[src/rtl/tile_pkg.sv]
// Shared types and sizes for the tile-flip memory game.
// Holds the board geometry, the controller state enum and a tile lookup.
package tile_pkg;

    localparam int NUM_TILES = 16;
    localparam int TILE_W    = 3;
    localparam int NUM_PAIRS = 8;
    localparam int IDX_W     = 4;
    localparam int VALS_W    = NUM_TILES * TILE_W;

    typedef enum logic [2:0] {
        IDLE,
        LOAD,
        WAIT_FIRST,
        WAIT_SECOND,
        COMPARE,
        SHOW,
        DONE
    } state_t;

    // Value of tile i from the packed value vector.
    function automatic logic [TILE_W-1:0] tile_val(
        input logic [VALS_W-1:0] v,
        input logic [IDX_W-1:0]  i
    );
        return v[i*TILE_W +: TILE_W];
    endfunction

endpackage

[src/rtl/show_timer.sv]
// Loadable down-counter timing how long a mismatched pair stays visible.
// Ports: clk, reset (async, active-low), load (preset to SHOW_CYCLES-1), done (count is 0).
module show_timer #(
    parameter int SHOW_CYCLES = 50000000
) (
    input  logic clk,
    input  logic reset,
    input  logic load,
    output logic done
);

    localparam int W = (SHOW_CYCLES > 1) ? $clog2(SHOW_CYCLES) : 1;
    localparam logic [W-1:0] LOAD_VAL = W'(SHOW_CYCLES - 1);
    localparam logic [W-1:0] ONE      = W'(1);

    logic [W-1:0] cnt;

    always_ff @(posedge clk or negedge reset) begin
        if (!reset) begin
            cnt <= '0;
        end else if (load) begin
            cnt <= LOAD_VAL;
        end else if (cnt != '0) begin
            cnt <= cnt - ONE;
        end
    end

    assign done = (cnt == '0);

endmodule

[src/rtl/tile_match_ctrl.sv]
// Memory-game controller: latches tile values, reveals pairs, scores matches.
// Ports: clk, reset (async low), shuffled_vals, start, sel_valid/sel_idx in;
//        face_up, matched, move_count, pair_count, busy, game_over out.
module tile_match_ctrl
    import tile_pkg::*;
#(
    parameter int SHOW_CYCLES = 50000000,
    parameter int MOVE_W      = 8
) (
    input  logic                 clk,
    input  logic                 reset,
    input  logic [VALS_W-1:0]    shuffled_vals,
    input  logic                 start,
    input  logic                 sel_valid,
    input  logic [IDX_W-1:0]     sel_idx,
    output logic [NUM_TILES-1:0] face_up,
    output logic [NUM_TILES-1:0] matched,
    output logic [MOVE_W-1:0]    move_count,
    output logic [3:0]           pair_count,
    output logic                 busy,
    output logic                 game_over
);

    state_t             state;
    state_t             nxt;
    logic [VALS_W-1:0]  vals;
    logic [IDX_W-1:0]   first_idx;
    logic [IDX_W-1:0]   second_idx;

    logic acc_first;
    logic acc_second;
    logic vals_eq;
    logic cmp_hit;
    logic show_end;
    logic t_load;
    logic t_done;

    show_timer #(
        .SHOW_CYCLES(SHOW_CYCLES)
    ) u_timer (
        .clk   (clk),
        .reset (reset),
        .load  (t_load),
        .done  (t_done)
    );

    // start overrides every other action in the same cycle.
    always_comb begin
        vals_eq    = tile_val(vals, first_idx) == tile_val(vals, second_idx);
        acc_first  = (state == WAIT_FIRST) && sel_valid && !start
                     && !face_up[sel_idx];
        acc_second = (state == WAIT_SECOND) && sel_valid && !start
                     && !face_up[sel_idx];
        cmp_hit    = (state == COMPARE) && !start && vals_eq;
        t_load     = (state == COMPARE) && !start && !vals_eq;
        show_end   = (state == SHOW) && !start && t_done;
    end

    always_ff @(posedge clk or negedge reset) begin
        if (!reset) begin
            state <= IDLE;
        end else begin
            state <= nxt;
        end
    end

    always_comb begin
        nxt = state;
        if (start) begin
            nxt = LOAD;
        end else begin
            unique case (state)
                IDLE:        nxt = IDLE;
                LOAD:        nxt = WAIT_FIRST;
                WAIT_FIRST:  if (acc_first) nxt = WAIT_SECOND;
                WAIT_SECOND: if (acc_second) nxt = COMPARE;
                COMPARE: begin
                    if (!vals_eq) begin
                        nxt = SHOW;
                    end else if (pair_count == 4'(NUM_PAIRS - 1)) begin
                        nxt = DONE;
                    end else begin
                        nxt = WAIT_FIRST;
                    end
                end
                SHOW:        if (t_done) nxt = WAIT_FIRST;
                DONE:        nxt = DONE;
                default:     nxt = IDLE;
            endcase
        end
    end

    always_comb begin
        busy      = 1'b0;
        game_over = 1'b0;
        unique case (1'b1)
            (state == COMPARE),
            (state == SHOW): busy      = 1'b1;
            (state == DONE): game_over = 1'b1;
            default: ;
        endcase
    end

    always_ff @(posedge clk or negedge reset) begin
        if (!reset) begin
            vals       <= '0;
            first_idx  <= '0;
            second_idx <= '0;
            face_up    <= '0;
            matched    <= '0;
            move_count <= '0;
            pair_count <= '0;
        end else begin
            if (state == LOAD) begin
                vals       <= shuffled_vals;
                face_up    <= '0;
                matched    <= '0;
                move_count <= '0;
                pair_count <= '0;
            end
            if (acc_first) begin
                first_idx        <= sel_idx;
                face_up[sel_idx] <= 1'b1;
            end
            if (acc_second) begin
                second_idx       <= sel_idx;
                face_up[sel_idx] <= 1'b1;
                if (move_count != '1) begin
                    move_count <= move_count + MOVE_W'(1);
                end
            end
            if (cmp_hit) begin
                matched[first_idx]  <= 1'b1;
                matched[second_idx] <= 1'b1;
                pair_count          <= pair_count + 4'd1;
            end
            if (show_end) begin
                face_up[first_idx]  <= 1'b0;
                face_up[second_idx] <= 1'b0;
            end
        end
    end

endmodule

[config.mk]
export PLATFORM = sky130hd
export DESIGN_NAME = tile_match_ctrl
export DESIGN_NICKNAME = d
export VERILOG_FILES = /design/src/rtl/tile_pkg.sv /design/src/rtl/show_timer.sv /design/src/rtl/tile_match_ctrl.sv
export SDC_FILE = /design/constraint.sdc
export NUM_CORES = 1
export LEC_CHECK = 0
export CAP_MARGIN = 15
export CORE_ASPECT_RATIO = 1.25
export CORE_MARGIN = 2
export CORE_UTILIZATION = 49
export DETAILED_ROUTE_END_ITERATION = 10
export GPL_TIMING_DRIVEN = 0
export PLACE_DENSITY = 0.84
export SLEW_MARGIN = 10
export SYNTH_ARGS = -nofsm -noshare
export SYNTH_HDL_FRONTEND = slang
export SYNTH_SLANG_ARGS = --single-unit
export TNS_END_PERCENT = 50
[constraint.sdc]
create_clock -name clk -period 2.3 [get_ports clk]
set_input_delay 0.46 -clock clk [delete_from_list [all_inputs] [get_ports clk]]
set_output_delay 0.46 -clock clk [all_outputs]
set_load 0.05 [all_outputs]
==> Word-level counts from Yosys, hierarchy flattened <==
Cells that the tools add are included.
{ "totals": {"register_bits": 129, "in_bits": 56, "out_inout_bits": 46} }
{ "op_classes": {"add_sub_neg": 3, "mul": 2, "magnitude_cmp": 6, "eq_ne": 12, "n_shift": 2, "n_mux": 30, "n_bitwise": 8, "reduce_logical": 23} }
{ "op_table": {"columns": ["op", "count"], "rows": [
  ["16-bit two-way mux", 6],
  ["48-bit by 7-bit indexed part select with 3-bit output", 2],
  ["16-bit OR", 4],
  ["26-bit two-way mux", 2],
  ["16-bit AND", 2],
  ["16-bit inverter", 2],
  ["26-bit logical NOT", 1],
  ["26-bit nonzero test", 1],
  ["26-bit by 1-bit subtractor with 26-bit output, second input constant", 1],
  ["8-bit two-way mux", 3],
  ["3-bit two-way mux", 6],
  ["3-bit one-hot mux with 6 select lines", 1],
  ["4-bit by 5-bit < comparator with 1-bit output, second input constant", 3],
  ["1-bit logical AND", 14],
  ["1-bit demux with 4-bit select", 3],
  ["4-bit by 1-bit greater-or-equal comparator with 1-bit output, second input constant", 3],
  ["4-bit by 2-bit multiplier with 6-bit output, second input constant", 2],
  ["3-bit == test, second input constant", 3],
  ["3-bit inequality test, second input constant", 3],
  ["8-bit by 1-bit adder with 8-bit output, second input constant", 1],
  ["4-bit two-way mux", 2],
  ["8-bit inequality test, second input constant", 1],
  ["3-bit by 2-bit == test with 1-bit output, second input constant", 2],
  ["1-bit two-way mux", 6],
  ["other kinds (9)", 12]
]} }

==> Logic depth before layout (Yosys ltp) <==
Gate-level depths: netlist (run 1).
{ "logic_depth": {"depth_word": 11, "mapped_depth": 10, "mapped_depth_nobuf": 9} }

==> Modules after synthesis <==
From an unflattened synthesis (run 1), not the netlist that was laid out.
{ "unflattened": {"hier_cells": 684, "hier_area_um2": 6907.9} }
{ "by_module_without_submodules": {"columns": ["module", "n_inst", "cells_per_inst", "area_per_inst_um2", "seq_area_each_um2"], "rows": [
  ["tile_match_ctrl", 1, 531, 5429.0, 2577.5],
  ["show_timer", 1, 153, 1478.9, 650.6]
]} }

==> Least setup slack after synthesis (run 1) <==
OpenSTA, ideal clock, no wires.
{ "synth_timing": {"path_kind": "input to register", "startpoint": "input sel_idx[0]", "endpoint": "register move_count[0]", "setup_ps": 125, "arrival_time_ps": 2313, "required_ps": 2175, "setup_slack_ps": -138, "cell_stages": 7, "n_path_buf": 1, "path_cell_list": "buf_2 -> mux4_2 -> a221oi_1 -> nand4_2 -> nor2_2 -> nor2_1 -> mux2_2"} }
{ "synth_between": {"elab_chain_cells": 5} }
{ "synth_rtl": {"columns": ["item", "line", "source"], "rows": [
  ["start: declaration", "tile_match_ctrl.sv:15", "input logic [IDX_W-1:0] sel_idx,"],
  ["1-bit binary-select mux with 4-bit select", "tile_match_ctrl.sv:53", "&& !face_up[sel_idx];"],
  ["1-bit two-way mux (implied by the code)", "tile_match_ctrl.sv:53", null],
  ["1-bit logical NOT", "tile_match_ctrl.sv:53", null],
  ["1-bit logical AND", "tile_match_ctrl.sv:53", null],
  ["8-bit two-way mux", "tile_match_ctrl.sv:125", "if (acc_second) begin"],
  ["end signal: assignment", "tile_match_ctrl.sv:129", "move_count <= move_count + MOVE_W'(1);"],
  ["end: declaration", "tile_match_ctrl.sv:18", "output logic [MOVE_W-1:0] move_count,"]
]} }
No other way between the ends. The select of a mux whose other input is x is not followed.
A chain may end at the register's enable or synchronous reset.

==> Worst setup path in the final report (run 1) <==
{ "layout_timing": {"startpoint": "register second_idx[1]", "endpoint": "register u_timer.cnt[13]"} }
{ "layout_between": {"elab_chain_cells": 6} }
{ "layout_rtl": {"columns": ["item", "line", "source"], "rows": [
  ["start: declaration", "tile_match_ctrl.sv:28", "logic [IDX_W-1:0] second_idx;"],
  ["start signal: assignment", "tile_match_ctrl.sv:126", "second_idx <= sel_idx;"],
  ["4-bit by 2-bit multiplier with 6-bit output *", "tile_pkg.sv:26", "return v[i*TILE_W +: TILE_W];"],
  ["48-bit by 7-bit indexed part select with 3-bit output *", "tile_pkg.sv:26", null],
  ["3-bit == test *", "tile_match_ctrl.sv:49", "vals_eq = tile_val(vals, first_idx) == tile_val(vals, second_idx);"],
  ["1-bit logical NOT *", null, null],
  ["1-bit logical AND *", "tile_match_ctrl.sv:55", "t_load = (state == COMPARE) && !start && !vals_eq;"],
  ["26-bit two-way mux / 2-bit nonzero test (equally long branches)", null, null],
  ["end signal: assignment", "show_timer.sv:24", "cnt <= cnt - ONE;"],
  ["end: declaration", "show_timer.sv:16", "logic [W-1:0] cnt;"]
]} }
Every way passes the cells marked *; elsewhere a longest branch is shown, timed or not.

==> impl_metrics.py, run 1 <==
metrics = {
    "die": {
        "dieWidth_um": 109.1,
        "row_count": 48,
        "initial_core_util": 0.4963,
        "coreArea_um2": 13630,
        "ioPinCount": 102,
        "die_y_um": 135.4,
        "dieArea_um2": 14770,
    },
    "place": {
        "dpl_worst_slack_ns": -0.6524,
        "io_buffers": 99,
        "place_inst": 969,
        "gp_congestion": 0.9627,
        "place_hpwl_mm": 12.54,
    },
    "setup_path": {
        "cp.arrival_ns": 2.85,
        "worstPathMaxFanout": 10,
        "end_kind": "flip-flop",
        "worstPathRequired_ns": 2.61,
        "worst_setup_path_start_kind": "flip-flop",
        "worst-setup-path-type": "flip-flop to flip-flop",
    },
    "sta": {
        "hold_viol": 0,
        "post-route-period-util": 1.107,
        "setup_slack_ns": -0.2465,
        "slew_headroom": 0.3518,
        "fmax_mhz": 392.7,
        "rsz0062_at_grt": "true",
        "setup_violations": 57,
        "fin_crit_ns": 2.547,
        "hold_slack_ns": 0.003486,
        "slew_viol_final": 0,
        "tightest_slew_ns": 0.9722,
        "clock_skew_ns": 0.006043,
    },
    "hold_path": {
        "worstHoldPathType": "input port to asynchronous set/reset pin",
    },
    "finish": {
        "drive_above_1_share": 0.2054,
        "nets": 899,
        "fillers": 926,
        "area_growth_pct": 37.46,
        "fin_cells": 1027,
        "fin_util": 0.6823,
        "num_antenna_cells": 0,
    },
    "logic_synthesis": {
        "synth_nets": 753,
        "ys_seq_elements": 129,
        "ys.flop_type": "dfrtp_1",
        "synth_top_area_frac": 0.4771,
        "synth.yosys.seq_area_share": 0.4771,
        "synth-warning-count": 0,
        "yosysUniqueCellTypes": 60,
        "avgSynthCellArea_um2": 9.764,
        "netlist_area_um2": 6766,
        "synth-edff-count": 0,
        "synthesis.instances": 693,
        "yosysTopAreaCell": "dfrtp_1",
        "yosysMostFrequentCell": "nand2_1",
        "synth_common_cells": "nand2_1 (210), dfrtp_1 (129), nor2_1 (39)",
        "ys_async_sr_fraction": 1.000,
        "synth_area_leaders": "dfrtp_1 (48%), nand2_1 (12%), mux4_2 (9.3%)",
    },
    "global_routing": {
        "grt_pass1_vias": 6140,
        "grt_antenna_before_repair": 0,
        "grt_use_total": 0.2773,
        "grt-ovfl-total": 0,
        "grt_pass1_wl_mm": 30.88,
        "grt_max_degree": 69,
    },
    "cts": {
        "insertion_delay_ns": 0.42,
        "clkTransAtPathRegs_ns": 0.06,
        "cts_tree": "built",
        "numCtsBuffers": 17,
        "htree_num_levels": 4,
        "cts_buffer_depth": 2,
        "cts.sinks": 129,
        "cts_root_buf": "clkbuf_16",
    },
    "drt": {
        "ant_nets": 0,
        "drt_pass1_iterations": 6,
        "drt_wl_total_mm": 20.42,
        "post_drt_wl_per_cell_um": 19.88,
        "drtIter0Drc": 738,
        "avgViaCountPerCell": 6.007,
        "num_vias": 6169,
        "drc_errors": 0,
    },
    "power": {
        "power.density_nw_per_um2": 1295,
        "power_frac_seq": 0.289,
        "peakVddDrop_uv": 821.1,
        "leakage_uw": 0.004031,
        "switchingPower_uw": 4682,
        "p_int_uw": 7365,
        "switching_share": 0.3886,
        "p_clk_frac": 0.244,
        "p_comb_frac": 0.466,
    },
    "run_status": {
        "violations": "negative setup slack",
        "run_status": "finished, violations left",
    },
    "job": {
        "drv_cap": 0,
    },
}
## layout make-up
| cell class | instances | area, µm² | share of cell area |
|---|---|---|---|
| buffer | 38 | 226.5 | 0.02435 |
| clock buffer | 23 | 488.0 | 0.05246 |
| clock inverter | 9 | 152.6 | 0.01641 |
| inverter | 8 | 30.03 | 0.003228 |
| multi-input combinational | 516 | 3623 | 0.3896 |
| sequential | 129 | 3229 | 0.3472 |
| tap | 175 | 219.0 | 0.02354 |
| timing repair buffer | 129 | 1333 | 0.1433 |
## path summary, 6_finish.rpt
| check | startpoint | end | slack [ns] | depth (start not counted) |
|---|---|---|---|---|
| hold reg to reg | vals[20]$_DFFE_PN0P_ | vals[20]$_DFFE_PN0P_ | 0.49 | 2 |
| hold / removal | reset | vals[22]$_DFFE_PN0P_ | 0.003 | 1 |
| max in group asynchronous | reset | u_timer.cnt[18]$_DFFE_PN0P_ | 1.57 | 2 |
| min in group clk | vals[20]$_DFFE_PN0P_ | vals[20]$_DFFE_PN0P_ | 0.49 | 2 |
| setup / recovery | second_idx[1]$_DFFE_PN0N_ | u_timer.cnt[13]$_DFFE_PN0P_ | -0.25 | 10 |
| setup reg to reg | second_idx[1]$_DFFE_PN0N_ | u_timer.cnt[13]$_DFFE_PN0P_ | -0.25 | 10 |
## per-layer routing
metal | routed length (µm) | GRT usage | part of all wire | vias up
met2 | 10450 | 0.4686 | 0.51 | 372
met5 | 0 | 0 | 0 | -
met1 | 7152 | 0.3165 | 0.35 | 2962
li1 | - | - | - | 2718
met3 | 1433 | 0.06638 | 0.070 | 117
met4 | 1386 | 0.1638 | 0.068 | 0
## repair_timing
item / CTS / global route
cloned: 2 / 2
setup buffers: 17 / 7
hold buffers: 0 / 0
gates resized for setup: 55 / 42
pin swaps: 16 / 19
endpoints found under the setup margin: 77 / 87
## stage by stage
step | total power [µW] | instance area (µm²) | setup TNS, ns
global placement | 7484 | 7991 | -562.52
CTS | 11420 | 9057 | -2.980
finish | 12050 | 9301 | -9.574
detailed placement | 7632 | 8025 | -31.93
floorplan | 6496 | 6782 | -0.01999
global route | 12540 | 9301 | -13.86
## registers in the layout, summed over array words and instances (netlist names)
| register | flops |
|---|---|
| face_up | 16 |
| first_idx | 4 |
| matched | 16 |
| move_count | 8 |
| pair_count | 4 |
| second_idx | 4 |
| state | 3 |
| u_timer.cnt | 26 |
| vals | 48 |
## logic make-up after synthesis
logic type | count (synthesis) | share of synthesized area
flip-flops | 129 | 0.4771
AO/OA/AOI/OAI | 101 | 0.09930
XOR/XNOR | 27 | 0.03994
AND/OR/NAND/NOR | 349 | 0.2400
adder cells (fa/ha/maj) | 4 | 0.007397
buffers and inverters | 48 | 0.03217
multiplexers | 35 | 0.1041
## power groups by stage
stage	registers [µW]	logic (µW)	clock network [µW]
3_5_place_dp	3430	4200	0
4_1_cts	3430	5070	2920
6_report	3490	5620	2940
2_1_floorplan	3330	3170	0
5_1_grt	3550	5970	3020
3_3_place_gp	3380	4110	0
## cell usage in the layout (no fill, tap or decap), types with 8 or more instances in the layout
master / Yosys / routed
a21oi_1: 25 / 23
a22oi_1: 17 / 12
buf_4: 0 / 17
buf_6: 3 / 9
clkbuf_1: 31 / 26
clkbuf_16: 0 / 19
clkdlybuf4s50_1: 0 / 96
dfrtp_1: 129 / 128
inv_1: 8 / 8
mux4_2: 28 / 28
nand2_1: 210 / 202
nand2_2: 3 / 10
nand3_1: 16 / 12
nor2_1: 39 / 38
nor2b_1: 12 / 12
nor3_1: 19 / 9
o21ai_0: 14 / 12
o21ai_2: 0 / 9
xnor2_1: 17 / 17
## critical path: stages (launching register included)
cell     delay, ns
dfrtp_2       0.50
buf_2         0.32
mux4_2        0.40
a22oi_2       0.18
nand2_2       0.13
xnor2_4       0.27
buf_4         0.17
nand3_4       0.13
nand2_8       0.13
buf_6         0.15
nand2_2       0.05
Power figures use the tool's default switching activity.
==> run 2: changes to the inputs <==
--- a/config.mk
+++ b/config.mk
@@ -8,12 +8,13 @@
 export CAP_MARGIN = 15
 export CORE_ASPECT_RATIO = 1.25
 export CORE_MARGIN = 2
-export CORE_UTILIZATION = 49
+export CORE_UTILIZATION = 50
 export DETAILED_ROUTE_END_ITERATION = 10
 export GPL_TIMING_DRIVEN = 0
-export PLACE_DENSITY = 0.84
+export PLACE_DENSITY = 0.85
 export SLEW_MARGIN = 10
 export SYNTH_ARGS = -nofsm -noshare
 export SYNTH_HDL_FRONTEND = slang
+export SYNTH_HIERARCHICAL = 1
 export SYNTH_SLANG_ARGS = --single-unit
 export TNS_END_PERCENT = 50
==> impl_metrics.py, run 2 <==
metrics = {
    "die": {
        "dieWidth_um": 109.1,
        "row_count": 48,
        "die_y_um": 135.4,
        "dieArea_um2": 14780,
        "initial_core_util": 0.5067,
        "ioPinCount": 102,
        "coreArea_um2": 13630,
    },
    "sta": {
        "clock_skew_ns": 0.008098,
        "tightest_slew_ns": 0.8180,
        "post-route-period-util": 1.161,
        "hold_slack_ns": -0.01299,
        "fin_crit_ns": 2.669,
        "setup_slack_ns": -0.3694,
        "slew_viol_final": 0,
        "slew_headroom": 0.4535,
        "hold_viol": 18,
        "rsz0062_at_grt": "true",
        "setup_violations": 54,
        "fmax_mhz": 374.6,
    },
    "setup_path": {
        "reg2reg_slack_ns": -0.37,
        "timing.rr.end": "u_timer/cnt[1]$_DFFE_PN0P_",
        "end_kind": "flip-flop",
        "worstPathRequired_ns": 2.61,
        "ff2ff_path_depth": 12,
        "worstPathMaxFanout": 7,
        "worst_setup_path_start_kind": "flip-flop",
        "cp.arrival_ns": 2.98,
        "reg2reg_from": "second_idx[0]$_DFFE_PN0N_",
        "worst-setup-path-type": "flip-flop to flip-flop",
    },
    "drt": {
        "drt_wl_total_mm": 19.47,
        "drtIter0Drc": 552,
        "avgViaCountPerCell": 6.052,
        "ant_nets": 0,
        "drc_errors": 0,
        "post_drt_wl_per_cell_um": 19.20,
        "num_vias": 6137,
        "drt_pass1_iterations": 6,
    },
    "logic_synthesis": {
        "yosysMostFrequentCell": "nand2_1",
        "avgSynthCellArea_um2": 10.10,
        "synth-edff-count": 0,
        "synth_area_leaders": "dfrtp_1 (47%), nand2_1 (9.1%), mux4_2 (8.5%)",
        "synth.yosys.seq_area_share": 0.4673,
        "ys.flop_type": "dfrtp_1",
        "ys_async_sr_fraction": 1.000,
        "synth_common_cells": "nand2_1 (168), dfrtp_1 (129), clkbuf_1 (36)",
        "synth-warning-count": 6,
        "synth_top_area_frac": 0.4673,
        "synth_nets": 743,
        "yosysUniqueCellTypes": 65,
        "ys_seq_elements": 129,
        "synthesis.instances": 684,
        "yosysTopAreaCell": "dfrtp_1",
        "netlist_area_um2": 6908,
    },
    "place": {
        "gp_congestion": 0.9214,
        "place_hpwl_mm": 12.98,
        "io_buffers": 100,
        "place_inst": 960,
        "dpl_worst_slack_ns": -1.055,
    },
    "power": {
        "leakage_uw": 0.003936,
        "peakVddDrop_uv": 792.6,
        "power.density_nw_per_um2": 1295,
    },
    "finish": {
        "fin_cells": 1014,
        "largest-register": "vals",
        "drive_above_1_share": 0.2336,
        "final_cell_mix": "nand2_1 (166), dfrtp_1 (113), clkdlybuf4s50_1 (95), mux4_2 (29), a21oi_1 (23)",
        "fillers": 981,
        "area_growth_pct": 34.52,
        "largest_reg_flops": 48,
        "mostFrequentLayoutCell": "nand2_1",
        "num_antenna_cells": 0,
        "nets": 885,
        "reg_top3": "vals: 48 flops, u_timer/cnt: 26 flops",
    },
    "job": {
        "drv_cap": 0,
    },
    "cts": {
        "cts_buffer_depth": 2,
        "cts.sinks": 129,
        "htree_num_levels": 4,
        "clkTransAtPathRegs_ns": 0.05,
        "cts_tree": "built",
        "insertion_delay_ns": 0.43,
        "numCtsBuffers": 17,
        "cts_root_buf": "clkbuf_16",
        "cts_hold_buf": 0,
    },
    "hold_path": {
        "worstHoldPathType": "input port to asynchronous set/reset pin",
    },
    "run_status": {
        "violations": "negative hold slack, negative setup slack",
        "run_status": "finished, violations left",
    },
    "global_routing": {
        "grt_use_total": 0.2718,
        "grt_antenna_before_repair": 0,
        "grt_pass1_wl_mm": 30.53,
        "grt_max_degree": 80,
        "grt_pass1_vias": 6035,
        "grt-ovfl-total": 0,
    },
}
[run 2: cell count changes in the layout (fill, tap and decap cells not counted), sizes merged, moves of 7 or more]
cell / previous run / this run
a32o: 4 / 22
nor2: 40 / 27
xnor2: 20 / 9
o21ai: 24 / 12
nand2: 213 / 170
nor2b: 12 / 19
[run 2: area by class of cell]
type / instances / area (µm²) / area share
multi-input combinational: 495 / 3643 / 0.3921
sequential: 129 / 3248 / 0.3495
timing repair buffer: 126 / 1250 / 0.1345
clock buffer: 21 / 460.4 / 0.04955
buffer: 46 / 317.8 / 0.03420
tap: 175 / 219.0 / 0.02356
clock inverter: 11 / 112.6 / 0.01212
inverter: 11 / 41.29 / 0.004443
[run 2: worst max-delay path by stage]
stage                                   start                          end  slack [ns]
CTS                 second_idx[0]$_DFFE_PN0N_  u_timer/cnt[23]$_DFFE_PN0P_       -0.32
detailed placement                 sel_idx[1]      move_count[3]$_DFF_PN0_       -1.06
floorplan                          sel_idx[0]      move_count[3]$_DFF_PN0_       -0.18
finish              second_idx[0]$_DFFE_PN0N_   u_timer/cnt[1]$_DFFE_PN0P_       -0.37
global route        second_idx[0]$_DFFE_PN0N_  u_timer/cnt[20]$_DFFE_PN0P_       -0.45
global placement                        reset         face_up[2]$_DFF_PN0_       -4.67
[run 2: kinds of logic (layout without fill, tap and decap cells)]
| kind of cell | Yosys count | in the layout | share of synthesized area |
|---|---|---|---|
| muxes | 46 | 46 | 0.1230 |
| and+or+nand+nor | 310 | 310 | 0.2159 |
| buffers and inverters | 60 | 215 | 0.03749 |
| AOI/OAI and AO/OA | 121 | 121 | 0.1319 |
| DFF | 129 | 129 | 0.4673 |
| xor gates and xnor gates | 15 | 15 | 0.01902 |
| adders and majority gates | 3 | 3 | 0.005434 |
[run 2: worst max-delay path, stage by stage (launching register included)]
cell and delay [ns]:
dfrtp_1 0.34, buf_6 0.16, buf_4 0.13, mux4_2 0.50
a22oi_2 0.23, nand2_2 0.10, xor2_2 0.20, nor3_4 0.19
buf_6 0.16, nor2b_4 0.06, buf_6 0.12, clkbuf_8 0.15
or2_4 0.22
[run 2: repair_timing]
item	4_1_cts	5_1_grt
resized for setup	59	24
buffers inserted	14	9
endpoints found under the setup margin	83	107
pin swaps	7	7
cloned	1	1
[run 2: power by group]
part | internal (µW) | switching, µW | leakage [µW]
sequential | 2990 | 718 | 0.00160
clock | 1640 | 995 | 0.000278
combinational | 2530 | 3160 | 0.00206
total | 7160 | 4870 | 0.00394
[run 2: stage by stage]
step	utilization	instance area [µm²]	setup TNS, ns	power (µW)
floorplan	-	7029	-3.532	7136
finish	0.6816	9293	-12.54	12030
CTS	0.6716	9156	-9.388	11790
global route	0.6816	9293	-16.59	12680
global placement	0.6051	8249	-599.04	8274
detailed placement	0.6072	8278	-55.27	8474
[run 2: per-layer routing]
metal	global-route usage	wire, µm	vias to the layer above
li1	-	-	2767
met1	0.3252	7431	3018
met2	0.4610	10150	285
met3	0.05291	1106	67
met4	0.1410	784	0
met5	0	0	-
